**src/rtl/grid_coord_gen_pkg.sv**
```systemverilog
// Shared definitions for the heat-map grid sweep: FSM state encodings and the
// default grid geometry used by the memory reader, this generator and the VGA engine.
package grid_coord_gen_pkg;

    // FSM state encodings (kept as plain constants so legacy blocks can share them)
    localparam logic [1:0] ST_IDLE = 2'd0;
    localparam logic [1:0] ST_RUN  = 2'd1;
    localparam logic [1:0] ST_DONE = 2'd2;

    // Default grid geometry
    localparam int DEF_N_X      = 41;
    localparam int DEF_N_Y      = 41;
    localparam int DEF_IDX_W    = 6;
    localparam int DEF_PIX_W    = 10;
    localparam int DEF_X_PITCH  = 1;
    localparam int DEF_Y_PITCH  = 1;
    localparam int DEF_X_ORIGIN = 0;
    localparam int DEF_Y_ORIGIN = 0;

endpackage

```
**src/rtl/grid_coord_gen_axis_counter.sv**
```systemverilog
// One axis of the grid sweep: a cell index plus a pixel accumulator that
// tracks ORIGIN + (idx+1)*PITCH without a multiplier.
module axis_counter #(
    parameter int N      = 41,
    parameter int IDX_W  = 6,
    parameter int PIX_W  = 10,
    parameter int PITCH  = 1,
    parameter int ORIGIN = 0
) (
    input  logic             clk,
    input  logic             reset_n,
    input  logic             load,
    input  logic             adv,
    output logic [IDX_W-1:0] idx,
    output logic [PIX_W-1:0] pix,
    output logic             at_max
);

    localparam logic [IDX_W-1:0] IDX_MAX   = IDX_W'(N - 1);
    localparam logic [PIX_W-1:0] PIX_FIRST = PIX_W'(ORIGIN + PITCH);
    localparam logic [PIX_W-1:0] PIX_STEP  = PIX_W'(PITCH);

    // The largest coordinate ever produced must fit in PIX_W bits, and every
    // index must fit in IDX_W bits.
    generate
        if (ORIGIN + N * PITCH >= (1 << PIX_W)) begin : g_pix_range_err
            $error("axis_counter: ORIGIN + N*PITCH does not fit in PIX_W bits");
        end
        if (N < 1 || N > (1 << IDX_W)) begin : g_idx_range_err
            $error("axis_counter: N must be in 1..2**IDX_W");
        end
    endgenerate

    logic [IDX_W-1:0] idx_q, idx_d;
    logic [PIX_W-1:0] pix_q, pix_d;

    assign at_max = (idx_q == IDX_MAX);
    assign idx    = idx_q;
    assign pix    = pix_q;

    // Next index/pixel: reload at the first cell on load or wrap, else step by one cell
    always_comb begin
        // NOTE: every combinational output gets a default first so no path infers a latch.
        idx_d = idx_q;
        pix_d = pix_q;
        if (load || (adv && at_max)) begin
            idx_d = '0;
            pix_d = PIX_FIRST;
        end else if (adv) begin
            idx_d = idx_q + IDX_W'(1);
            pix_d = pix_q + PIX_STEP;
        end
    end

    // Axis state registers, cleared by reset so no partial-frame position survives
    always_ff @(posedge clk or negedge reset_n) begin
        // NOTE: sequential state uses non-blocking assignments so every register samples pre-edge values.
        if (!reset_n) begin
            idx_q <= '0;
            pix_q <= '0;
        end else begin
            idx_q <= idx_d;
            pix_q <= pix_d;
        end
    end

endmodule

```
**src/rtl/grid_coord_gen.sv**
```systemverilog
// Row-major sweep over an N_X x N_Y heat-map grid. Emits each cell index with
// its VGA pixel coordinate on a valid/ready stream, one frame per start pulse.
module grid_coord_gen
    import grid_coord_gen_pkg::*;
#(
    parameter int N_X      = DEF_N_X,
    parameter int N_Y      = DEF_N_Y,
    parameter int IDX_W    = DEF_IDX_W,
    parameter int PIX_W    = DEF_PIX_W,
    parameter int X_PITCH  = DEF_X_PITCH,
    parameter int Y_PITCH  = DEF_Y_PITCH,
    parameter int X_ORIGIN = DEF_X_ORIGIN,
    parameter int Y_ORIGIN = DEF_Y_ORIGIN
) (
    input  logic             clk,
    input  logic             reset_n,
    input  logic             start,
    input  logic             abort,
    input  logic             out_ready,
    output logic             out_valid,
    output logic [IDX_W-1:0] cell_i,
    output logic [IDX_W-1:0] cell_j,
    output logic [PIX_W-1:0] pix_x,
    output logic [PIX_W-1:0] pix_y,
    output logic             out_last,
    output logic             busy,
    output logic             done
);

    logic [1:0] state_q, state_d;
    logic       x_at_max, y_at_max;
    logic       load, hs, adv_x, adv_y;

    // A new frame is loaded only from IDLE, and abort always takes priority.
    assign load  = (state_q == ST_IDLE) && start && !abort;
    assign hs    = out_valid && out_ready;
    // The final cell never advances, so the counters do not wrap past the frame end.
    assign adv_x = hs && !out_last && !abort;
    assign adv_y = adv_x && x_at_max;

    assign out_valid = (state_q == ST_RUN);
    assign out_last  = out_valid && x_at_max && y_at_max;
    assign busy      = (state_q != ST_IDLE);
    assign done      = (state_q == ST_DONE);

    axis_counter #(
        .N(N_X), .IDX_W(IDX_W), .PIX_W(PIX_W), .PITCH(X_PITCH), .ORIGIN(X_ORIGIN)
    ) u_x (
        .clk(clk), .reset_n(reset_n), .load(load), .adv(adv_x),
        .idx(cell_i), .pix(pix_x), .at_max(x_at_max)
    );

    axis_counter #(
        .N(N_Y), .IDX_W(IDX_W), .PIX_W(PIX_W), .PITCH(Y_PITCH), .ORIGIN(Y_ORIGIN)
    ) u_y (
        .clk(clk), .reset_n(reset_n), .load(load), .adv(adv_y),
        .idx(cell_j), .pix(pix_y), .at_max(y_at_max)
    );

    // Sweep FSM: IDLE -> RUN on start, RUN -> DONE on the last handshake, abort returns to IDLE
    always_comb begin
        state_d = state_q;
        case (state_q)
            ST_IDLE: if (start && !abort) state_d = ST_RUN;
            ST_RUN: begin
                if (abort)              state_d = ST_IDLE;
                else if (hs && out_last) state_d = ST_DONE;
            end
            ST_DONE: state_d = ST_IDLE;
            default: state_d = ST_IDLE;
        endcase
    end

    // FSM state register
    always_ff @(posedge clk or negedge reset_n) begin
        if (!reset_n) state_q <= ST_IDLE;
        else          state_q <= state_d;
    end

endmodule

```
**config.mk**
```make
export PLATFORM = sky130hd
export DESIGN_NAME = grid_coord_gen
export DESIGN_NICKNAME = d
export VERILOG_FILES = /design/src/rtl/grid_coord_gen_pkg.sv /design/src/rtl/grid_coord_gen_axis_counter.sv /design/src/rtl/grid_coord_gen.sv
export SDC_FILE = /design/constraint.sdc
export NUM_CORES = 1
export LEC_CHECK = 0
export CELL_PAD_IN_SITES_DETAIL_PLACEMENT = 1
export CELL_PAD_IN_SITES_GLOBAL_PLACEMENT = 2
export CORE_ASPECT_RATIO = 0.75
export CORE_MARGIN = 2
export CORE_UTILIZATION = 32
export CTS_BUF_LIST = sky130_fd_sc_hd__clkbuf_2 sky130_fd_sc_hd__clkbuf_4 sky130_fd_sc_hd__clkbuf_8
export DETAILED_ROUTE_END_ITERATION = 12
export PLACE_DENSITY_LB_ADDON = 0.1
export RECOVER_POWER = 50
export SLEW_MARGIN = 20
export SYNTH_ARGS = -nofsm -noshare
export SYNTH_HDL_FRONTEND = slang
export SYNTH_HIERARCHICAL = 1
export SYNTH_SLANG_ARGS = --single-unit
export TNS_END_PERCENT = 50
```
**constraint.sdc**
```tcl
create_clock -name clk -period 3 [get_ports clk]
set_input_delay 0.45 -clock clk [delete_from_list [all_inputs] [get_ports clk]]
set_output_delay 0.45 -clock clk [all_outputs]
set_load 0.01 [all_outputs]
```
==> qor.txt <==
status: finished, violations left
violated checks: max-capacitance violations, max-slew violations
most frequent cells in the layout: dfrtp_1, nor2_1, clkdlybuf4s50_1
RSZ-0062 raised after global routing: no
clock sink count: 34
Root Buffer: clkbuf_8
total gr overflow: 0
multi-input logic area: 1010 µm²
Vias/cell: 5.25
final worst-path cycle share: 88.4%
routed wire length per instance: 15.9 µm
critical path fanouts, max: 11
fraction of registers with async set/reset: 100%
Leak: 1.16 nW
Crit path max-delay family: buffers and inverters
DRC viols: 0
later-pin clock latency in the skew report: 0.28 ns
Seq pwr share: 50.9%
Starting Density: 33.2%
Mean Syn Cell Area: 9.66 µm²
EDFF count, synth: 0
detailed placement HPWL: 3690 µm
power density of the placed cells: 386 nW/µm²
relative slew slack: -27.5%
crit path DAT: 2.20 ns
TNS Setup: 0 ns
WP data required: 2.55 ns
die area: 6650 µm²
Hold Buf Count CTS: 0
Net Sw Frac: 26.1%
WP buf/inv: 3
Switch Pwr: 0.256 mW
drt pass-1 iters: 4
vias in the first global route: 1798
Syn Inst Count: 199
row count: 24
CTS Buffer Depth: 2
fin util: 43.7%
fmax: 377 MHz
Hold Crit Class: reg -> reg
CTS Buf Count: 5
sequential share of the synthesized area: 44.2%
I/O Buffers: 40
area grow syn2layout: 31.8%
Synth Net Count: 210
most common cell after layout, fill and taps aside: dfrtp_1
max-slew violation count: 35
Setup CP Type: reg -> out
H-tree levels: 2
YS warnings: 6
chip width: 93.5 µm
largest net degree at the start of global routing: 35
antenna-violating nets left: 0
Max VDD drop: 0.308 mV
layout cell share with drive strength beyond 1: 9.35%
post-synthesis cell area: 1920 µm²
max-cap viol count: 1
Tmin final: 2.65 ns
die height: 71.1 µm
Synth cell types: 38
Slew @ Worst Pin: 1.91 ns
first-iteration detailed-routing DRC count: 45
Critical Path Max Stage Delay: 0.53 ns
number of synthesized register bits: 34
PostCTS Resize Cnt: 0
slowest CP cell: clkdlybuf4s50_1
final net count: 256
Combinational Power Share: 11.9%
CTS tree: built
Fillers: 652
Core Area: 5800 µm²
Final setup viols: 0
io pins: 41
cell-internal power: 0.723 mW
# diodes: 0
final wirelength: 5140 µm
clock power share: 37.2%
vias post-DR: 1701
Setup Buffers After CTS: 0
Total GRT Usage: 17.1%
crit path capture type: output port
clock transition at the registers of the reported paths: 0.07 ns
startpoint types: flop
CP cell instances: inv_1 > ha_1 > nand4_2 > inv_2 > and3_1 > clkdlybuf4s50_1
gpl congestion: 0.781
Clock Skew: 0.0103 ns
Most used DFF post-synth: dfrtp_1
sequential cell area: 851 µm²
initial antenna violation count: 0
final hold violation count: 0
first-pass GRT wire length: 8990 µm
-- power groups by stage --
stage                     Sequential (mW)  Combinational, mW  Clock, mW
after floorplan                     0.509             0.0507          0
after global placement              0.506              0.118          0
after detailed placement            0.507              0.123          0
after CTS                           0.499              0.122      0.378
after global routing                0.502              0.129      0.396
final                               0.499              0.116      0.364
-- cells in the mapped netlist, drive strengths merged (2+ instances only) --
cell type | instances | area (µm²)
nand3 | 10 | 50.1
or3 | 2 | 12.5
nand4 | 4 | 37.5
a311oi | 2 | 17.5
o21ai | 10 | 50.1
xor2 | 4 | 35.0
and3 | 9 | 56.3
a32o | 6 | 60.1
dfrtp | 34 | 851
inv | 12 | 45.1
nand2 | 13 | 48.8
xnor2 | 6 | 52.6
nor3 | 6 | 30.0
a21oi | 11 | 55.1
o211a | 2 | 20.0
nor4 | 3 | 55.1
ha | 6 | 75.1
and2 | 2 | 12.5
nand3b | 2 | 15.0
a21o | 2 | 15.0
nand2b | 6 | 37.5
a41oi | 2 | 17.5
a2bb2oi | 2 | 17.5
nor2 | 24 | 90.1
o2111ai | 2 | 52.6
clkbuf | 6 | 22.5
nor3b | 5 | 42.5
-- path summary, 6_finish.rpt --
check	start	end	slack, ns	cells after the start
setup / recovery	u_y/idx[0]	out_last	0.35	6
hold / removal	state_q[1]	state_q[0]	0.54	1
setup reg to reg	u_x/idx[0]	u_y/idx[2]	0.59	9
hold reg to reg	state_q[1]	state_q[0]	0.54	1
max in group asynchronous	reset_n	u_y/idx[0]	0.66	2
min in group asynchronous	reset_n	u_x/idx[3]	1.23	2
-- cell families after synthesis --
| group | share of synthesized area, % |
|---|---|
| AOI/OAI and AO/OA | 15.9 |
| DFF | 44.2 |
| buffers and inverters | 3.51 |
| and+or+nand+nor | 27.9 |
| adders and majority gates | 3.90 |
| xor gates and xnor gates | 4.55 |
-- registers in the layout (all words and copies together), names as in the netlist --
name,count
u_x/pix,10
u_y/pix,10
state_q,2
u_y/idx,6
u_x/idx,6
-- per-layer routing --
layer / global-route usage [%] / vias to the layer above / wire length (µm)
li1: - / 807 / -
met1: 24.4 / 853 / 2570
met2: 26.5 / 39 / 2310
met3: 4.05 / 2 / 242
met4: 3.43 / 0 / 20
met5: 0 / - / 0
-- metrics by stage --
step / instances / power (mW) / hold WS [ns] / cell area, µm² / setup slack [ns]
5_1_grt: 324 / 1.03 / 0.579 / 2530 / 0.178
2_1_floorplan: 199 / 0.560 / 0.154 / 1920 / 0.304
4_1_cts: 324 / 0.999 / 0.543 / 2540 / 0.331
3_3_place_gp: 316 / 0.624 / 0.512 / 2440 / 0.590
3_5_place_dp: 316 / 0.630 / 0.537 / 2440 / 0.539
6_report: 324 / 0.979 / 0.539 / 2530 / 0.349
-- cell type report --
type | instances | share of cell area (%)
sequential | 34 | 33.6
multi-input combinational | 147 | 39.9
clock inverter | 1 | 0.198
clock buffer | 7 | 3.56
timing repair buffer | 45 | 17.1
inverter | 12 | 1.78
tap | 78 | 3.85
Power figures use the tool's default switching activity.
